File: config.mk
export PLATFORM = sky130hd
export DESIGN_NAME = riscv_fetch_flat
export DESIGN_NICKNAME = d
export VERILOG_FILES = /design/src/rtl/riscv_fetch_if.sv /design/src/rtl/riscv_fetch.sv /design/src/flat_wrapper.sv
export SDC_FILE = /design/constraint.sdc
export NUM_CORES = 1
export LEC_CHECK = 0
export CORE_MARGIN = 3
export CORE_UTILIZATION = 30
export CTS_CLUSTER_SIZE = 25
export DETAILED_ROUTE_END_ITERATION = 12
export PLACE_DENSITY = 0.47
export SYNTH_ARGS = -nofsm -noshare
export SYNTH_HDL_FRONTEND = slang
export SYNTH_SLANG_ARGS = --single-unit
File: constraint.sdc
create_clock -name clk -period 12.8 [get_ports clk]
set_input_delay 2.56 -clock clk [delete_from_list [all_inputs] [get_ports clk]]
set_output_delay 2.56 -clock clk [all_outputs]
set_load 0.1 [all_outputs]
File: src/rtl/riscv_fetch_if.sv
// Fetch unit bus bundle: imem request/response channel, redirect input and decode-side output.
// The master modport is the fetch unit; the slave modport is memory plus decode.
interface riscv_fetch_if;
  logic        imem_req_valid;
  logic        imem_req_ready;
  logic [31:0] imem_req_addr;
  logic        imem_resp_valid;
  logic [31:0] imem_resp_data;
  logic        redirect_valid;
  logic [31:0] redirect_pc;
  logic        inst_valid;
  logic        inst_ready;
  logic [31:0] inst;
  logic [31:0] inst_pc;

  modport master (
    output imem_req_valid, imem_req_addr, inst_valid, inst, inst_pc,
    input  imem_req_ready, imem_resp_valid, imem_resp_data,
           redirect_valid, redirect_pc, inst_ready
  );

  modport slave (
    input  imem_req_valid, imem_req_addr, inst_valid, inst, inst_pc,
    output imem_req_ready, imem_resp_valid, imem_resp_data,
           redirect_valid, redirect_pc, inst_ready
  );
endinterface

File: src/rtl/riscv_fetch.sv
// RISC-V instruction fetch: credit-limited word requests, in-order response FIFO, redirect with kill of stale responses.
// Optional RISCV_FETCH_PERF_EN adds a saturating decode-bubble counter port.
module riscv_fetch #(
  parameter logic [31:0] RESET_PC  = 32'h0000_0000,
  parameter int          BUF_DEPTH = 2
) (
  input  logic        clk,
  input  logic        reset,
`ifdef RISCV_FETCH_PERF_EN
  output logic [31:0] bubble_count,
`endif
  riscv_fetch_if.master bus
);

  localparam int PTR_W = $clog2(BUF_DEPTH);
  localparam int CNT_W = PTR_W + 1;
  localparam logic [CNT_W:0] CREDIT_MAX = (CNT_W + 1)'(BUF_DEPTH);

  logic [31:0]      fetch_pc;
  logic [CNT_W-1:0] outstanding;
  logic [CNT_W-1:0] kill;
  logic [CNT_W-1:0] fifo_count;
  logic [PTR_W-1:0] pcq_wr;
  logic [PTR_W-1:0] pcq_rd;
  logic [PTR_W-1:0] fifo_wr;
  logic [PTR_W-1:0] fifo_rd;
  logic [31:0]      pcq       [BUF_DEPTH];
  logic [31:0]      fifo_data [BUF_DEPTH];
  logic [31:0]      fifo_pc   [BUF_DEPTH];

  logic             credit;
  logic             accept;
  logic             resp;
  logic             drop;
  logic             push;
  logic             pop;
  logic [CNT_W-1:0] outstanding_nxt;

  assign bus.inst_valid    = (fifo_count != '0);
  assign bus.inst          = bus.inst_valid ? fifo_data[fifo_rd] : '0;
  assign bus.inst_pc       = bus.inst_valid ? fifo_pc[fifo_rd] : '0;
  assign bus.imem_req_addr = fetch_pc;

  // Buffered plus in-flight words never exceed the FIFO size, so a response always has a slot.
  always_comb begin
    credit             = ({1'b0, fifo_count} + {1'b0, outstanding}) < CREDIT_MAX;
    bus.imem_req_valid = !reset && !bus.redirect_valid && credit;
    accept             = bus.imem_req_valid && bus.imem_req_ready;
    resp               = bus.imem_resp_valid;
    drop               = resp && ((kill != '0) || bus.redirect_valid);
    push               = resp && !drop;
    pop                = bus.inst_valid && bus.inst_ready && !bus.redirect_valid;
    outstanding_nxt    = outstanding + CNT_W'(accept) - CNT_W'(resp);
  end

  always_ff @(posedge clk) begin
    if (reset) begin
      fetch_pc    <= RESET_PC;
      outstanding <= '0;
      kill        <= '0;
      pcq_wr      <= '0;
      pcq_rd      <= '0;
      fifo_wr     <= '0;
      fifo_rd     <= '0;
      fifo_count  <= '0;
    end else begin
      outstanding <= outstanding_nxt;
      // A redirect condemns every request still in flight, including ones already being killed.
      if (bus.redirect_valid) begin
        fetch_pc <= {bus.redirect_pc[31:2], 2'b00};
        kill     <= outstanding_nxt;
      end else begin
        if (accept) begin
          fetch_pc <= fetch_pc + 32'd4;
        end
        if (resp && (kill != '0)) begin
          kill <= kill - CNT_W'(1);
        end
      end

      if (accept) begin
        pcq[pcq_wr] <= fetch_pc;
        pcq_wr      <= pcq_wr + PTR_W'(1);
      end
      if (resp) begin
        pcq_rd <= pcq_rd + PTR_W'(1);
      end

      if (bus.redirect_valid) begin
        fifo_rd    <= fifo_wr;
        fifo_count <= '0;
      end else begin
        if (push) begin
          fifo_data[fifo_wr] <= bus.imem_resp_data;
          fifo_pc[fifo_wr]   <= pcq[pcq_rd];
          fifo_wr            <= fifo_wr + PTR_W'(1);
        end
        if (pop) begin
          fifo_rd <= fifo_rd + PTR_W'(1);
        end
        fifo_count <= fifo_count + CNT_W'(push) - CNT_W'(pop);
      end
    end
  end

`ifdef RISCV_FETCH_PERF_EN
  always_ff @(posedge clk) begin
    if (reset) begin
      bubble_count <= '0;
    end else if (bus.inst_ready && !bus.inst_valid && (bubble_count != 32'hFFFF_FFFF)) begin
      bubble_count <= bubble_count + 32'd1;
    end
  end
`endif

endmodule

File: src/flat_wrapper.sv
// flat-port wrapper written by rule: the top's interface ports become plain ports
module riscv_fetch_flat 
#(
  parameter logic [31:0] RESET_PC  = 32'h0000_0000,
  parameter int          BUF_DEPTH = 2
)
  (clk, reset, bus_imem_req_valid, bus_imem_req_addr, bus_inst_valid, bus_inst, bus_inst_pc, bus_imem_req_ready, bus_imem_resp_valid, bus_imem_resp_data, bus_redirect_valid, bus_redirect_pc, bus_inst_ready);
  riscv_fetch_if bus_i ();
  input  logic clk;
  input  logic reset;
  output wire logic [$bits(bus_i.imem_req_valid)-1:0] bus_imem_req_valid;
  output wire logic [$bits(bus_i.imem_req_addr)-1:0] bus_imem_req_addr;
  output wire logic [$bits(bus_i.inst_valid)-1:0] bus_inst_valid;
  output wire logic [$bits(bus_i.inst)-1:0] bus_inst;
  output wire logic [$bits(bus_i.inst_pc)-1:0] bus_inst_pc;
  input wire logic [$bits(bus_i.imem_req_ready)-1:0] bus_imem_req_ready;
  input wire logic [$bits(bus_i.imem_resp_valid)-1:0] bus_imem_resp_valid;
  input wire logic [$bits(bus_i.imem_resp_data)-1:0] bus_imem_resp_data;
  input wire logic [$bits(bus_i.redirect_valid)-1:0] bus_redirect_valid;
  input wire logic [$bits(bus_i.redirect_pc)-1:0] bus_redirect_pc;
  input wire logic [$bits(bus_i.inst_ready)-1:0] bus_inst_ready;
  assign bus_imem_req_valid = bus_i.imem_req_valid;
  assign bus_imem_req_addr = bus_i.imem_req_addr;
  assign bus_inst_valid = bus_i.inst_valid;
  assign bus_inst = bus_i.inst;
  assign bus_inst_pc = bus_i.inst_pc;
  assign bus_i.imem_req_ready = bus_imem_req_ready;
  assign bus_i.imem_resp_valid = bus_imem_resp_valid;
  assign bus_i.imem_resp_data = bus_imem_resp_data;
  assign bus_i.redirect_valid = bus_redirect_valid;
  assign bus_i.redirect_pc = bus_redirect_pc;
  assign bus_i.inst_ready = bus_inst_ready;
  riscv_fetch #(.RESET_PC(RESET_PC), .BUF_DEPTH(BUF_DEPTH)) u_core (.clk(clk), .reset(reset), .bus(bus_i));
endmodule
# --- Word level (Yosys, flattened, before mapping) ---
# Memory sizes are Yosys's and may differ from the RTL's. A register that Yosys moved wholly into a read port is not among the register bits.
# Cells that the tools add are included.
word_totals:
  regBits: 42
  ramBits: 192
  inputBits: 70
  output_inout_bits: 98
  wordCells: 65
  mem_count: 3
memory_table:
  columns: ["name", "words", "word_bits", "read_ports", "rd_ports_with_merged_regs", "wr", "line", "source"]
  rows:
  - ["u_core.fifo_data", 2, 32, 1, 1, 1, "riscv_fetch.sv:28", "logic [31:0] fifo_data [BUF_DEPTH];"]
  - ["u_core.fifo_pc", 2, 32, 1, 1, 1, "riscv_fetch.sv:29", "logic [31:0] fifo_pc [BUF_DEPTH];"]
  - ["u_core.pcq", 2, 32, 1, 1, 1, "riscv_fetch.sv:27", "logic [31:0] pcq [BUF_DEPTH];"]
classes:
  n_addsub: 11
  order_cmp: 1
  n_mux: 21
  bitwise: 1
  reduce_logical: 19
op_table:
  columns: ["cell", "count"]
  rows:
  - ["32-bit 2-to-1 mux", 4]
  - ["32-bit by 3-bit adder with 32-bit output, second input constant", 1]
  - ["1-bit 2-to-1 mux", 15]
  - ["2-bit nonzero test", 5]
  - ["1-bit logical AND", 8]
  - ["1-bit adder, second input constant", 4]
  - ["2-bit by 1-bit adder with 2-bit output", 2]
  - ["2-bit 2-to-1 mux", 2]
  - ["2-bit by 1-bit subtractor with 2-bit output", 2]
  - ["2-bit by 2-bit adder with 3-bit output", 1]
  - ["1-bit zero test", 3]
  - ["3-bit by 2-bit less-than comparator with 1-bit output, second input constant", 1]
  - ["2-bit AND reduction", 1]
  - ["2-bit OR reduction", 1]
  - ["2-bit by 1-bit subtractor with 2-bit output, second input constant", 1]
  - ["1-bit logical OR", 1]
  - ["1-bit inverter", 1]

# --- Depth between registers and ports, before layout ---
# Gate-level depths: netlist of the first run.
logic_depth:
  depth_word: 9
  depth_mapped: 11
  depth_no_buf: 10

# --- Least setup slack after synthesis of the first run ---
# No wires, ideal clock.
synth_path:
  path_type: "in2reg"
  startpoint: "input reset"
  endpoint: "memory u_core.fifo_data[1][0], enable pin"
  setup_time_ns: 0.571
  t_arrival_ns: 7.736
  t_required_ns: 12.229
  setup_slack_ns: 4.493
  stages: 4
  path_buffers: 3
  path_cell_list: "clkbuf_1 -> clkbuf_1 -> clkbuf_1 -> nor3b_1"
synth_via:
  elab_chain_len: 2
synth_rtl:
  columns: ["element", "line", "source"]
  rows:
  - ["from (decl)", "flat_wrapper.sv:10", "input logic reset;"]
  - ["1-bit 2-to-1 mux", "riscv_fetch.sv:57", "if (reset) begin"]
  - ["1-bit 2-to-1 mux (implied by the code)", "riscv_fetch.sv:94", "fifo_data[fifo_wr] <= bus.imem_resp_data;"]
  - ["to (decl)", "riscv_fetch.sv:28", null]
# Every way passes these cells.

# --- Worst setup path in the final report of the first run ---
layout_path:
  startpoint: "input reset"
  endpoint: "output bus_imem_req_valid"
layout_via:
  elab_chain_len: 3
layout_rtl:
  columns: ["element", "line", "source"]
  rows:
  - ["1-bit zero test", "riscv_fetch.sv:47", "bus.imem_req_valid = !reset && !bus.redirect_valid && credit;"]
  - ["1-bit logical AND (2 in a row)", "riscv_fetch.sv:47", null]
  - ["to (decl)", "flat_wrapper.sv:11", "output wire logic [$bits(bus_i.imem_req_valid)-1:0] bus_imem_req_valid;"]
# Every way passes these cells.

==> results.tsv, run 1 <==
metric	value	unit
synth_cell_types	61	
async_reset_ff_share	0	%
relSlewSlack	22.28	%
cts.sinks	226	
diodes	0	
worst_pin_slew	1.166	ns
fillerInstances	2869	
synth_seq_cells	226	
report.final.setup_viol	0	
yosysWarnings	0	
drt-total-wl	23.11	mm
fin_nets	919	
criticalPathCategory	in -> out	
clkLatencyLatePin	0.52	ns
ctsHoldBuffers	0	
dp_hpwl	15.45	mm
hp-class	reg -> reg	
grt_max_degree	64	
io_buffers	161	
yosysMostFrequentCell	edfxtp_1	
ios	168	
dp_cells	1211	
leakagePower	3.929	nW
avgRoutedWirePerCell	18.38	um
seqCellArea	6370	sq um
cts_tree	yes	
cp.arrival	5.16	ns
netlist_top_cells_count	edfxtp_1 (184), nor2_1 (96), mux2i_1 (62), dfxtp_1 (42), mux2_2 (31)	
place.gp.congestion	0.8035	
synth-edff-count	184	
synth_area	9349	sq um
coreArea	30670	sq um
dr_wl_met3	1.452	mm
root_buffer	clkbuf_16	
vias	6128	
status	complete, no violations	
slew_viol_final	0	
final_cell_count_no_fill	1257	
clk_pin_slew	0.06	ns
drt_iter0_markers	353	
drive_above_1_share	10.80	%
avgSynthCellArea	13.83	sq um
m1WireLength	9.958	mm
die_h	182.5	um
grt_pass1_vias	6340	
dp_slack	5.093	ns
grt_setup_unrepaired	no	
yosysTopAreaCell	edfxtp_1	
die_area	33320	sq um
fin_ws	5.080	ns
post-route-period-util	60.31	%
fmax	0.1295	GHz
period_needed	7.720	ns
synthFlopType	edfxtp_1	
multi_input_area	2791	sq um
drc	0	
netlist.area_leader.share	59.10	%
crit_required	10.24	ns
final_core_util	39.84	%
clock_path_buffers	3	
grt_remaining_overflow	0	
grt_usage	13.55	%
peakVddDrop	0.08640	mV
die_w	182.5	um
cellPowerDensity	148.3	nW/um^2
grt_pass1_wl	35.79	mm
cts_resized	0	
seq_area_frac_synth	68.09	%
synth_area_leaders	edfxtp_1 (59%), dfxtp_1 (9.0%), mux2i_1 (6.6%), nor2_1 (3.9%), mux2_2 (3.7%)	
antenna_found_initial	0	
fin_skew	0.02011	ns
cts_buffers	25	
cp_max_fo	47	
cap_violations	0	
critPathLaunchType	input pin	
cts_max_level	1	
highest_layer	met4	
timing.final.hold_violations	0	
antenna_left	0	
synthCells	676	
areaGrowthSynthToFinish	30.70	%
via_per_inst	4.875	
post_cts_buffers	0	
tns	0	ns
dr.pass1.iters	5	
power	1.813	mW
worstSetupEndpointType	output pin	
row_count	64	
initial_core_util	30.48	%
dr_wl_met2	11.18	mm
[report_power, final]
| part | internal, mW | total [mW] | switching [mW] |
|---|---|---|---|
| clock | 0.405 | 0.686 | 0.281 |
| combinational | 0.0829 | 0.268 | 0.185 |
| sequential | 0.827 | 0.859 | 0.0313 |
[cell type report]
type                            count  share of cell area [%]
Clock buffer                       29                   5.325
Clock inverter                     17                   1.198
Inverter                           19                  0.5837
Multi-Input combinational cell    398                   22.84
Sequential cell                   226                   52.13
Tap cell                          396                   4.055
Timing Repair Buffer              172                   13.86
[layout by cell type (no fill, tap or decap), types with 13 or more instances in the layout]
master,synthesis,layout
edfxtp_1,184,184
clkdlybuf4s50_1,0,161
nor2_1,96,94
mux2i_1,62,62
dfxtp_1,42,41
mux2_2,31,31
clkbuf_16,0,25
nand2_1,24,24
inv_1,19,19
nand4_1,16,16
nand3_1,13,13
[worst max-delay path, cell delays in order]
cell	delay [ns]
clkdlybuf4s50_1	0.39
buf_4	0.29
or2_2	0.45
nor3_1	0.26
clkdlybuf4s50_1	1.19
[final timing paths]
kind,from,to,slack (ns),cells past startpoint
max reg2reg,u_core.fifo_count[0]$_SDFF_PP0_,u_core.pcq[0][6]$_DFFE_PP_,9.10,7
min,u_core.pcq_rd$_SDFFE_PP0P_,flop,0.52,2
max,reset,bus_imem_req_valid,5.08,5
min reg2reg,u_core.pcq_rd$_SDFFE_PP0P_,flop,0.52,2
[state kept, by name, indices dropped and copies added (netlist names), named ones only]
register / cells
u_core.bus.imem_req_addr: 30
u_core.fifo_count: 2
u_core.fifo_data: 64
u_core.fifo_pc: 60
u_core.fifo_rd: 1
u_core.fifo_wr: 1
u_core.kill: 2
u_core.outstanding: 2
u_core.pcq: 60
u_core.pcq_rd: 1
u_core.pcq_wr: 1
[logic make-up after synthesis]
group	after synthesis	share of synthesized area [%]
adders and majority gates	7	1.017
buffers and inverters	55	2.382
other	1	0.04011
and+or+nand+nor	211	11.28
DFF	226	68.09
xor gates and xnor gates	16	1.499
AOI/OAI and AO/OA	67	5.314
muxes	93	10.37
[metrics by stage]
stage | hold WS [ns] | instance area [sq um]
global placement | 0.5073 | 11420
finish | 0.5208 | 12220
floorplan | 0.4790 | 9360
detailed placement | 0.5110 | 11420
global route | 0.5536 | 12220
CTS | 0.5254 | 12220
[routing by layer]
layer / track usage [%] / vias up
met2: 23.10 / 249
met5: 0 / -
met4: 3.748 / 0
met1: 17.73 / 2944
li1: - / 2892
met3: 2.511 / 43
No activity file was read; power rests on OpenSTA's default activity.
==> run 2: changes to the inputs <==
==> constraint.sdc (replaced) <==
create_clock -name clk -period 7.98 [get_ports clk]
set_input_delay 1.596 -clock clk [delete_from_list [all_inputs] [get_ports clk]]
set_output_delay 1.596 -clock clk [all_outputs]
set_load 0.1 [all_outputs]
==> run 2 against run 1 <==
Effect of this change: highest routed layer unchanged; sequential share of layout area down 0.075 points; register-to-register slack got worse by 4.8 ns; critical path depth did not move; die area unchanged; cell count about the same; critical endpoint unchanged; first-iteration DRC count decreased by 10%.
==> results.tsv, run 2 (synthesis gave the netlist of run 1 again) <==
metric	value	unit
die_w	182.5	um
antenna_left	0	
cap_violations	0	
dr.pass1.iters	5	
slew_viol_final	0	
fillerInstances	2852	
critPathLaunchType	input pin	
initial_core_util	30.48	%
dp_cells	1211	
ios	168	
avgRoutedWirePerCell	18.23	um
diodes	0	
holdPathEnd	u_core.pcq_rd$_SDFFE_PP0P_	
grt_usage	13.43	%
cts.sinks	226	
period_needed	5.618	ns
status	complete, no violations	
min-delay-start	u_core.pcq_rd$_SDFFE_PP0P_	
post_cts_buffers	0	
worstSetupEndpointType	output pin	
drt_iter0_markers	316	
cts_buffers	25	
final_cell_count_no_fill	1256	
top_regs	u_core.fifo_data x64, u_core.fifo_pc x60, u_core.pcq x60	
timing.rr.start	u_core.fifo_count[0]$_SDFF_PP0_	
crit_required	6.38	ns
multi_input_area	2791	sq um
grt_pass1_vias	6182	
grt_pass1_wl	35.27	mm
cts_tree	yes	
clk_pin_slew	0.06	ns
fin_skew	0.01200	ns
report.final.setup_viol	0	
grt_max_degree	64	
antenna_found_initial	0	
drt-total-wl	22.90	mm
fmax	0.1780	GHz
tns	0	ns
dp_hpwl	15.26	mm
rr_endpoint	u_core.pcq[0][18]$_DFFE_PP_	
drc	0	
ctsHoldBuffers	0	
ff2ff_path_depth	7	
place.gp.congestion	0.7993	
cellPowerDensity	239.0	nW/um^2
worst_pin_slew	1.174	ns
root_buffer	clkbuf_16	
r2r_slack	4.27	ns
clock_path_buffers	3	
via_per_inst	4.767	
criticalPathCategory	in -> out	
fin_nets	919	
largest_reg_flops	64	
die_h	182.5	um
coreArea	30670	sq um
seqCellArea	6370	sq um
peakVddDrop	0.1248	mV
areaGrowthSynthToFinish	30.89	%
cp.arrival	4.02	ns
cts_resized	0	
cp_max_fo	32	
relSlewSlack	21.76	%
clkLatencyLatePin	0.51	ns
grt_remaining_overflow	0	
grt_setup_unrepaired	no	
vias	5987	
drive_above_1_share	10.93	%
cts_max_level	1	
die_area	33320	sq um
io_buffers	161	
layout_commonest_cell	edfxtp_1	
post-route-period-util	70.40	%
hp-class	reg -> reg	
whs_path_depth	2	
leakagePower	3.955	nW
mostFrequentLayoutCells	edfxtp_1 (184), clkdlybuf4s50_1 (161), nor2_1 (94), mux2i_1 (62), dfxtp_1 (41)	
row_count	64	
timing.final.hold_violations	0	
regMostFlops	u_core.fifo_data	
-- run 2: layout make-up --
class                           count  area share, %
Inverter                           19         0.5828
Timing Repair Buffer              172          13.84
Sequential cell                   226          52.06
Multi-Input combinational cell    398          22.81
Tap cell                          396          4.049
Clock inverter                     14          1.033
Clock buffer                       31          5.624
-- run 2: worst max path at each step --
stage                       start                          endpoint
2_1_floorplan               reset  u_core.fifo_data[1][0]$_DFFE_PP_
3_3_place_gp   bus_redirect_valid                bus_imem_req_valid
3_5_place_dp   bus_redirect_valid                bus_imem_req_valid
4_1_cts        bus_redirect_valid                bus_imem_req_valid
5_1_grt        bus_redirect_valid                bus_imem_req_valid
6_report       bus_redirect_valid                bus_imem_req_valid
-- run 2: report_power, final --
group	internal [mW]	total, mW	switching [mW]	leakage (nW)
clock network	0.675	1.12	0.443	0.406
logic	0.133	0.431	0.298	1.52
registers	1.33	1.38	0.0482	2.03
total	2.13	2.92	0.789	3.95
-- run 2: through the flow --
stage               cell area, sq um  worst slack (ns)  hold WS [ns]  power [mW]  utilization (%)
finish                         12240             2.362        0.5141       2.924            39.90
global route                   12240             2.252        0.5657       3.043            39.90
CTS                            12240             2.320        0.5196       2.965            39.90
detailed placement             11420             2.337        0.5032       1.836            37.24
global placement               11420             2.317        0.4966       1.828            37.24
floorplan                       9360            0.6368        0.4790       1.698                -
-- run 2: worst max-delay path, stage by stage --
cell             delay, ns
clkdlybuf4s50_1       0.41
buf_4                 0.24
or2_2                 0.43
nor3_1                0.18
clkdlybuf4s50_1       1.17
-- run 2: per-layer routing --
layer | GRT usage [%] | vias up | share of wire, %
li1 | - | 2878 | -
met1 | 18.04 | 2853 | 44
met2 | 22.13 | 209 | 47
met3 | 2.671 | 47 | 6.1
met4 | 3.839 | 0 | 3.0
met5 | 0 | - | 0
